File: src/rtl/mem_arbiter.sv
// mem_arbiter: shares one memory port between an instruction-fetch port and a
// load/store port. Only one transaction is outstanding at a time: IDLE grants a
// requester, REQ presents the captured request to memory until it is accepted,
// and WAIT holds until the memory responds.
// Optional feature macro: ARB_ROUND_ROBIN_EN -- when defined, a tie goes to the
// requester not granted last; when undefined, the data port always wins a tie.
module mem_arbiter #(
  parameter int ADDR_W = 32
) (
  input  logic              clk,
  input  logic              resetn,
  // instruction fetch port
  input  logic              inst_req,
  input  logic [ADDR_W-1:0] inst_addr,
  output logic              inst_addr_ok,
  output logic              inst_data_ok,
  output logic [31:0]       inst_rdata,
  // load/store port
  input  logic              data_req,
  input  logic              data_wr,
  input  logic [3:0]        data_wstrb,
  input  logic [ADDR_W-1:0] data_addr,
  input  logic [31:0]       data_wdata,
  output logic              data_addr_ok,
  output logic              data_data_ok,
  output logic [31:0]       data_rdata,
  // shared memory port
  output logic              mem_req,
  output logic              mem_wr,
  output logic [3:0]        mem_wstrb,
  output logic [ADDR_W-1:0] mem_addr,
  output logic [31:0]       mem_wdata,
  input  logic              mem_addr_ok,
  input  logic              mem_data_ok,
  input  logic [31:0]       mem_rdata
);

  typedef enum logic [1:0] {
    ST_IDLE = 2'd0,
    ST_REQ  = 2'd1,
    ST_WAIT = 2'd2
  } state_t;

  state_t              r_state;
  state_t              w_state_nxt;

  // Owner of the outstanding transaction: 1 = data port, 0 = fetch port.
  logic                r_grant_data;

  // Registered memory request fields, stable for the whole REQ phase.
  logic                r_mem_req;
  logic                r_mem_wr;
  logic [3:0]          r_mem_wstrb;
  logic [ADDR_W-1:0]   r_mem_addr;
  logic [31:0]         r_mem_wdata;

  // Arbitration / handshake decode.
  logic                w_pick_data;
  logic                w_pick_inst;
  logic                w_grant_fire;
  logic                w_resp;

`ifdef ARB_ROUND_ROBIN_EN
  // Most recent grant: 1 = data port, 0 = fetch port. Starts at fetch so the
  // first tie after reset goes to data.
  logic                r_last_data;
`endif

  // Choose which requester would be granted if the FSM is in IDLE.
  always_comb begin
    w_pick_data = 1'b0;
    w_pick_inst = 1'b0;
    if (data_req && inst_req) begin
`ifdef ARB_ROUND_ROBIN_EN
      if (r_last_data) begin
        w_pick_inst = 1'b1;
      end else begin
        w_pick_data = 1'b1;
      end
`else
      w_pick_data = 1'b1;
`endif
    end else if (data_req) begin
      w_pick_data = 1'b1;
    end else if (inst_req) begin
      w_pick_inst = 1'b1;
    end else begin
      w_pick_data = 1'b0;
      w_pick_inst = 1'b0;
    end
  end

  // Next-state and handshake decode for the IDLE/REQ/WAIT controller.
  always_comb begin
    w_state_nxt  = r_state;
    w_grant_fire = 1'b0;
    w_resp       = 1'b0;
    case (r_state)
      ST_IDLE: begin
        if (w_pick_data || w_pick_inst) begin
          w_grant_fire = 1'b1;
          w_state_nxt  = ST_REQ;
        end else begin
          w_state_nxt  = ST_IDLE;
        end
      end
      ST_REQ: begin
        if (mem_addr_ok) begin
          if (mem_data_ok) begin
            // Memory accepted and answered in the same cycle.
            w_resp      = 1'b1;
            w_state_nxt = ST_IDLE;
          end else begin
            w_state_nxt = ST_WAIT;
          end
        end else begin
          w_state_nxt = ST_REQ;
        end
      end
      ST_WAIT: begin
        if (mem_data_ok) begin
          w_resp      = 1'b1;
          w_state_nxt = ST_IDLE;
        end else begin
          w_state_nxt = ST_WAIT;
        end
      end
      default: begin
        w_state_nxt = ST_IDLE;
      end
    endcase
  end

  // State register; reset abandons any outstanding transaction.
  always_ff @(posedge clk or negedge resetn) begin
    if (!resetn) begin
      r_state <= ST_IDLE;
    end else begin
      r_state <= w_state_nxt;
    end
  end

  // Record the owner of each new transaction.
  always_ff @(posedge clk or negedge resetn) begin
    if (!resetn) begin
      r_grant_data <= 1'b1;
    end else if (w_grant_fire) begin
      r_grant_data <= w_pick_data;
    end else begin
      r_grant_data <= r_grant_data;
    end
  end

`ifdef ARB_ROUND_ROBIN_EN
  // Track the last granted port so the next tie alternates.
  always_ff @(posedge clk or negedge resetn) begin
    if (!resetn) begin
      r_last_data <= 1'b0;
    end else if (w_grant_fire) begin
      r_last_data <= w_pick_data;
    end else begin
      r_last_data <= r_last_data;
    end
  end
`endif

  // Capture the granted request into the memory-side registers and drop
  // mem_req once the memory has accepted it.
  always_ff @(posedge clk or negedge resetn) begin
    if (!resetn) begin
      r_mem_req   <= 1'b0;
      r_mem_wr    <= 1'b0;
      r_mem_wstrb <= 4'h0;
      r_mem_addr  <= {ADDR_W{1'b0}};
      r_mem_wdata <= 32'h0000_0000;
    end else if (w_grant_fire) begin
      r_mem_req <= 1'b1;
      if (w_pick_data) begin
        r_mem_wr    <= data_wr;
        // Byte enables are meaningless for loads; present zero.
        r_mem_wstrb <= data_wr ? data_wstrb : 4'h0;
        r_mem_addr  <= data_addr;
        r_mem_wdata <= data_wdata;
      end else begin
        r_mem_wr    <= 1'b0;
        r_mem_wstrb <= 4'h0;
        r_mem_addr  <= inst_addr;
        r_mem_wdata <= 32'h0000_0000;
      end
    end else if ((r_state == ST_REQ) && mem_addr_ok) begin
      r_mem_req   <= 1'b0;
      r_mem_wr    <= r_mem_wr;
      r_mem_wstrb <= r_mem_wstrb;
      r_mem_addr  <= r_mem_addr;
      r_mem_wdata <= r_mem_wdata;
    end else begin
      r_mem_req   <= r_mem_req;
      r_mem_wr    <= r_mem_wr;
      r_mem_wstrb <= r_mem_wstrb;
      r_mem_addr  <= r_mem_addr;
      r_mem_wdata <= r_mem_wdata;
    end
  end

  // Handshakes back to the requesters; all are held low while in reset.
  assign inst_addr_ok = resetn & w_grant_fire & w_pick_inst;
  assign data_addr_ok = resetn & w_grant_fire & w_pick_data;
  assign inst_data_ok = resetn & w_resp & ~r_grant_data;
  assign data_data_ok = resetn & w_resp &  r_grant_data;

  // Read data is a straight pass-through; only data_ok qualifies it.
  assign inst_rdata = mem_rdata;
  assign data_rdata = mem_rdata;

  assign mem_req   = r_mem_req;
  assign mem_wr    = r_mem_wr;
  assign mem_wstrb = r_mem_wstrb;
  assign mem_addr  = r_mem_addr;
  assign mem_wdata = r_mem_wdata;

endmodule

File: config.mk
export PLATFORM = sky130hd
export DESIGN_NAME = mem_arbiter
export DESIGN_NICKNAME = d
export VERILOG_FILES = /design/src/rtl/mem_arbiter.sv
export SDC_FILE = /design/constraint.sdc
export NUM_CORES = 1
export LEC_CHECK = 0
export ABC_AREA = 0
export BUFFER_PORTS_ARGS = -buffer_cell sky130_fd_sc_hd__buf_2
export CORE_AREA = 3 3 108 110
export CTS_CLUSTER_SIZE = 28
export DETAILED_ROUTE_END_ITERATION = 10
export DIE_AREA = 0 0 111 113
export GPL_ROUTABILITY_DRIVEN = 0
export GPL_TIMING_DRIVEN = 0
export MAX_ROUTING_LAYER = met4
export PLACE_DENSITY_LB_ADDON = 0.1
export SYNTH_ARGS = -nofsm -noshare
export SYNTH_HDL_FRONTEND = slang
export SYNTH_SLANG_ARGS = --single-unit
File: constraint.sdc
create_clock -name clk -period 4.24 [get_ports clk]
set_clock_uncertainty 0.15 [all_clocks]
set_input_delay 1.272 -clock clk [delete_from_list [all_inputs] [get_ports clk]]
set_output_delay 1.272 -clock clk [all_outputs]
set_load 0.01 [all_outputs]
* Word-level counts from Yosys, hierarchy flattened
Cells that the tools add are included.
Cells by class: equal/unequal tests 2, mux-type cells 21, bitwise gates (word level) 7, reduce and logical (&&, ||, !) cells 5
Operators with widths (count):
- two-way mux 32 bit | 2
- two-way mux 1 bit | 13
- two-way mux 4 bit | 2
- bitwise AND 1 bit | 6
- one-hot mux 2 bit (3 select lines) | 1
- two-way mux 2 bit | 2
- == test 2 x 1 -> 1 bit (second input constant) | 1
- == test 2 bit (second input constant) | 1
- logical AND 1 bit | 2
- logical NOT 2 bit | 1
- one-hot mux 1 bit (2 select lines) | 1
- nonzero test 2 bit | 1
- logical OR 1 bit | 1
- inverter 1 bit | 1
Word-level totals: flip-flop bits (word level) 73, input bits 139, output and inout port bits 138

* Depth between registers and ports, before layout
depth after elaboration 8, mapped depth 6, mapped depth without buffers 4

* Worst setup path after synthesis
OpenSTA, ideal clock, no wires.
path type input-to-output, start input port data_req, end output port inst_addr_ok, arrival 1.848 ns, slack 0.970 ns, stages 3, path buffers 2, path through buf_6 > buf_6 > nor3b_1
Between the ends: word-level cells in the longest chain between the ends 7, elaborated cells between the ends (all ways) 10
Ends and longest elaborated chain:
- from (decl) | RTL line 19 | input logic data_req,
- two-way mux 1 bit or logical AND 1 bit (tied branches) | RTL line 83, 73
- two-way mux 1 bit | RTL line 73 | if (data_req && inst_req) begin
- logical OR 1 bit | RTL line 100 | if (w_pick_data || w_pick_inst) begin
- two-way mux 1 bit | RTL line 100
- two-way mux 1 bit | RTL line 98 | case (r_state)
- bitwise AND 1 bit | RTL line 206 | assign inst_addr_ok = resetn & w_grant_fire & w_pick_inst;
- bitwise AND 1 bit * | RTL line 206
- to (decl) | RTL line 15 | output logic inst_addr_ok,
Every way passes the cells marked *; elsewhere a longest branch is shown, timed or not.

* Final worst setup path
start input port resetn, end output port data_data_ok
Between the ends: word-level cells in the longest chain between the ends 2
Ends and longest elaborated chain:
- from (decl) | RTL line 11 | input logic resetn,
- bitwise AND 1 bit (2 in a row) | RTL line 209 | assign data_data_ok = resetn & w_resp & r_grant_data;
- to (decl) | RTL line 25 | output logic data_data_ok,
No other way between the ends.

==> flow_summary.toml <==
[run_status]
status = "finished, final reports clean"

[power]
p_leak_nw = 2.89
total_power_w = 0.00331
ir_worst_vdd_mv = 0.304
pwr_density_cell_nw_per_um2 = 622

[min_path]
hold_depth = 1
hp-start = "mem_addr[9]"
min_to = "mem_addr[9]"
hp-class = "flip-flop to flip-flop"

[clocking]
root_buffer = "clkbuf_8"
insertion_delay_ns = 0.33
ctsHoldBuffers = 0
cts_num_sinks = 73
postCtsSetupBuffers = 0
h-tree-depth = 3
cts_tree = "done"
ctsResizeCount = 0
clkTransAtPathRegs_ns = 0.08
numCtsBuffers = 9
max-clock-path-buffers = 2

[floorplanning]
dieHeight_um = 113
core_area_um2 = 10800
initial_core_util_pct = 33.6
pin_count = 277
dieWidth_um = 111
row_count = 38
design.die.area_um2 = 12500

[drt]
ant_nets = 0
drt-pass1-iter-count = 4
vias_per_cell = 4.35
drtIter0Drc = 37
vias = 2934
wl_per_cell_um = 13.9
drc_errors = 0
wirelength_um = 9390

[synthesis]
yosysTopAreaCell = "dfrtp_1"
avgSynthCellArea_um2 = 13.2
synth-main-ff-cell = "dfrtp_1"
ys_top_cells_by_area = "dfrtp_1 (50%), mux2_2 (19%), buf_4 (14%)"
synth_edf_count = 0
synth_seq_cells = 73
synth_commonest_cells = "dfrtp_1 (72), buf_4 (67), mux2_2 (62)"
synth.most_common_cell = "dfrtp_1"
synthArstFlopShare_pct = 100
synth_warnings = 0
yosysSeqAreaShare_pct = 50.4
syn_nets = 418
yosysTopAreaCellShare_pct = 49.7
syn_inst = 275
ys_types = 21
synth_area_um2 = 3620

[setup_path]
rrSetupSlack_ns = 2.46
arrival_ns = 2.27
critical_path.cell_chain = "buf_4, buf_16, nand3_1, nor3b_1, buf_2"
path_buf_inv = 3
crit_required_ns = 2.82
r2r-end = "mem_addr[6]"
start_kind = "primary input"
critPathKind = "primary input to output pin"
cp_slowest_cell = "buf_16"
rr_worst_depth = 5
rr_startpoint = "r_state[0]"
slowest_delay_ns = 0.31
critPathMaxFanout = 66
cp-end-kind = "output pin"
path_delay_family = "buffers and inverters"

[grt]
grt_pass1_wl_um = 14800
grt_max_degree = 67
overflow = 0
track_usage_pct = 14.8
antenna_found_initial = 0
grt_pass1_vias = 2974

[sta]
setup_viol = 0
fin_tns_setup_ns = 0
fin_crit_sh_pct = 87.0
hold_viol_final = 0
rsz0062_at_grt = "false"
tightest_slew_ns = 0.315
fin_ws_ns = 0.553
slew_headroom_pct = 79.0
max_freq_mhz = 271
min_period_ns = 3.69
drv_slew = 0

[run]
drv_cap = 0

[placed_design]
port_buffers = 243
dp_slack_ns = 0.489
hpwl_um = 7550

[finish]
drive_gt1_share_pct = 75.5
antennaDiodeCount = 0
nFillCells = 1031
final_core_util_pct = 49.3
fin_nets = 673
areaGrowthSynthToFinish_pct = 46.9
layer usage:
layer,GRT usage (%),vias up,share of wire [%]
met4,4.68,0,1.1
met5,-,-,0
li1,-,1411,-
met2,23.5,159,46
met1,18.2,1353,43
met3,4.55,11,9.9
sequential cells by signal, indices dropped and copies added, names as in the netlist:
signal	cells
mem_addr	32
mem_req	1
mem_wdata	32
mem_wr	1
mem_wstrb	4
r_grant_data	1
r_state	2
worst max path at each step:
stage | startpoint | end | slack (ns) | cells past startpoint
after global routing | resetn | inst_data_ok | 0.38 | 5
final | resetn | data_data_ok | 0.55 | 5
after global placement | resetn | data_data_ok | -0.38 | 4
after CTS | resetn | data_data_ok | 0.49 | 5
after detailed placement | resetn | data_data_ok | 0.49 | 5
after floorplan | data_req | inst_addr_ok | 0.97 | 3
power by group:
group	switching [W]	leakage, nW	internal, W
Sequential	0.000166	0.894	0.00104
Combinational	0.000647	1.86	0.000700
Clock	0.000252	0.139	0.000506
cells in the final DEF, fill, tap and decap left out, types with 4 or more instances in the layout:
cell type,synthesis,final
dfrtp_1,72,72
bufinv_16,0,5
ha_1,4,4
mux2_2,62,62
clkbuf_8,0,9
buf_4,67,68
buf_6,4,4
buf_2,8,250
a22o_1,36,36
area by class of cell:
class / instances / area (um^2) / area share [%]
timing repair buffer: 244 / 1250 / 23.4
tap: 140 / 175 / 3.29
clock buffer: 9 / 124 / 2.33
multi-input combinational: 121 / 1200 / 22.5
sequential: 73 / 1830 / 34.3
clock inverter: 6 / 155 / 2.91
inverter: 2 / 7.51 / 0.141
buffer: 79 / 588 / 11.0
through the flow:
| stage | hold WS (ns) | cells | cell area (um^2) |
|---|---|---|---|
| floorplan | 0.348 | 275 | 3620 |
| global placement | 0.321 | 658 | 5010 |
| detailed placement | 0.320 | 659 | 5040 |
| CTS | 0.350 | 674 | 5320 |
| global route | 0.361 | 674 | 5320 |
| finish | 0.342 | 674 | 5320 |
kinds of logic (layout without fill, tap and decap cells):
logic type	count (synthesis)	after routing	share of synthesized area [%]
AOI/OAI and AO/OA	42	42	10.1
buffers and inverters	81	340	16.4
and+or+nand+nor	11	11	1.73
DFF	73	73	50.4
adders and majority gates	4	4	1.38
muxes	64	64	19.9
(Power assumes the default switching activity.)
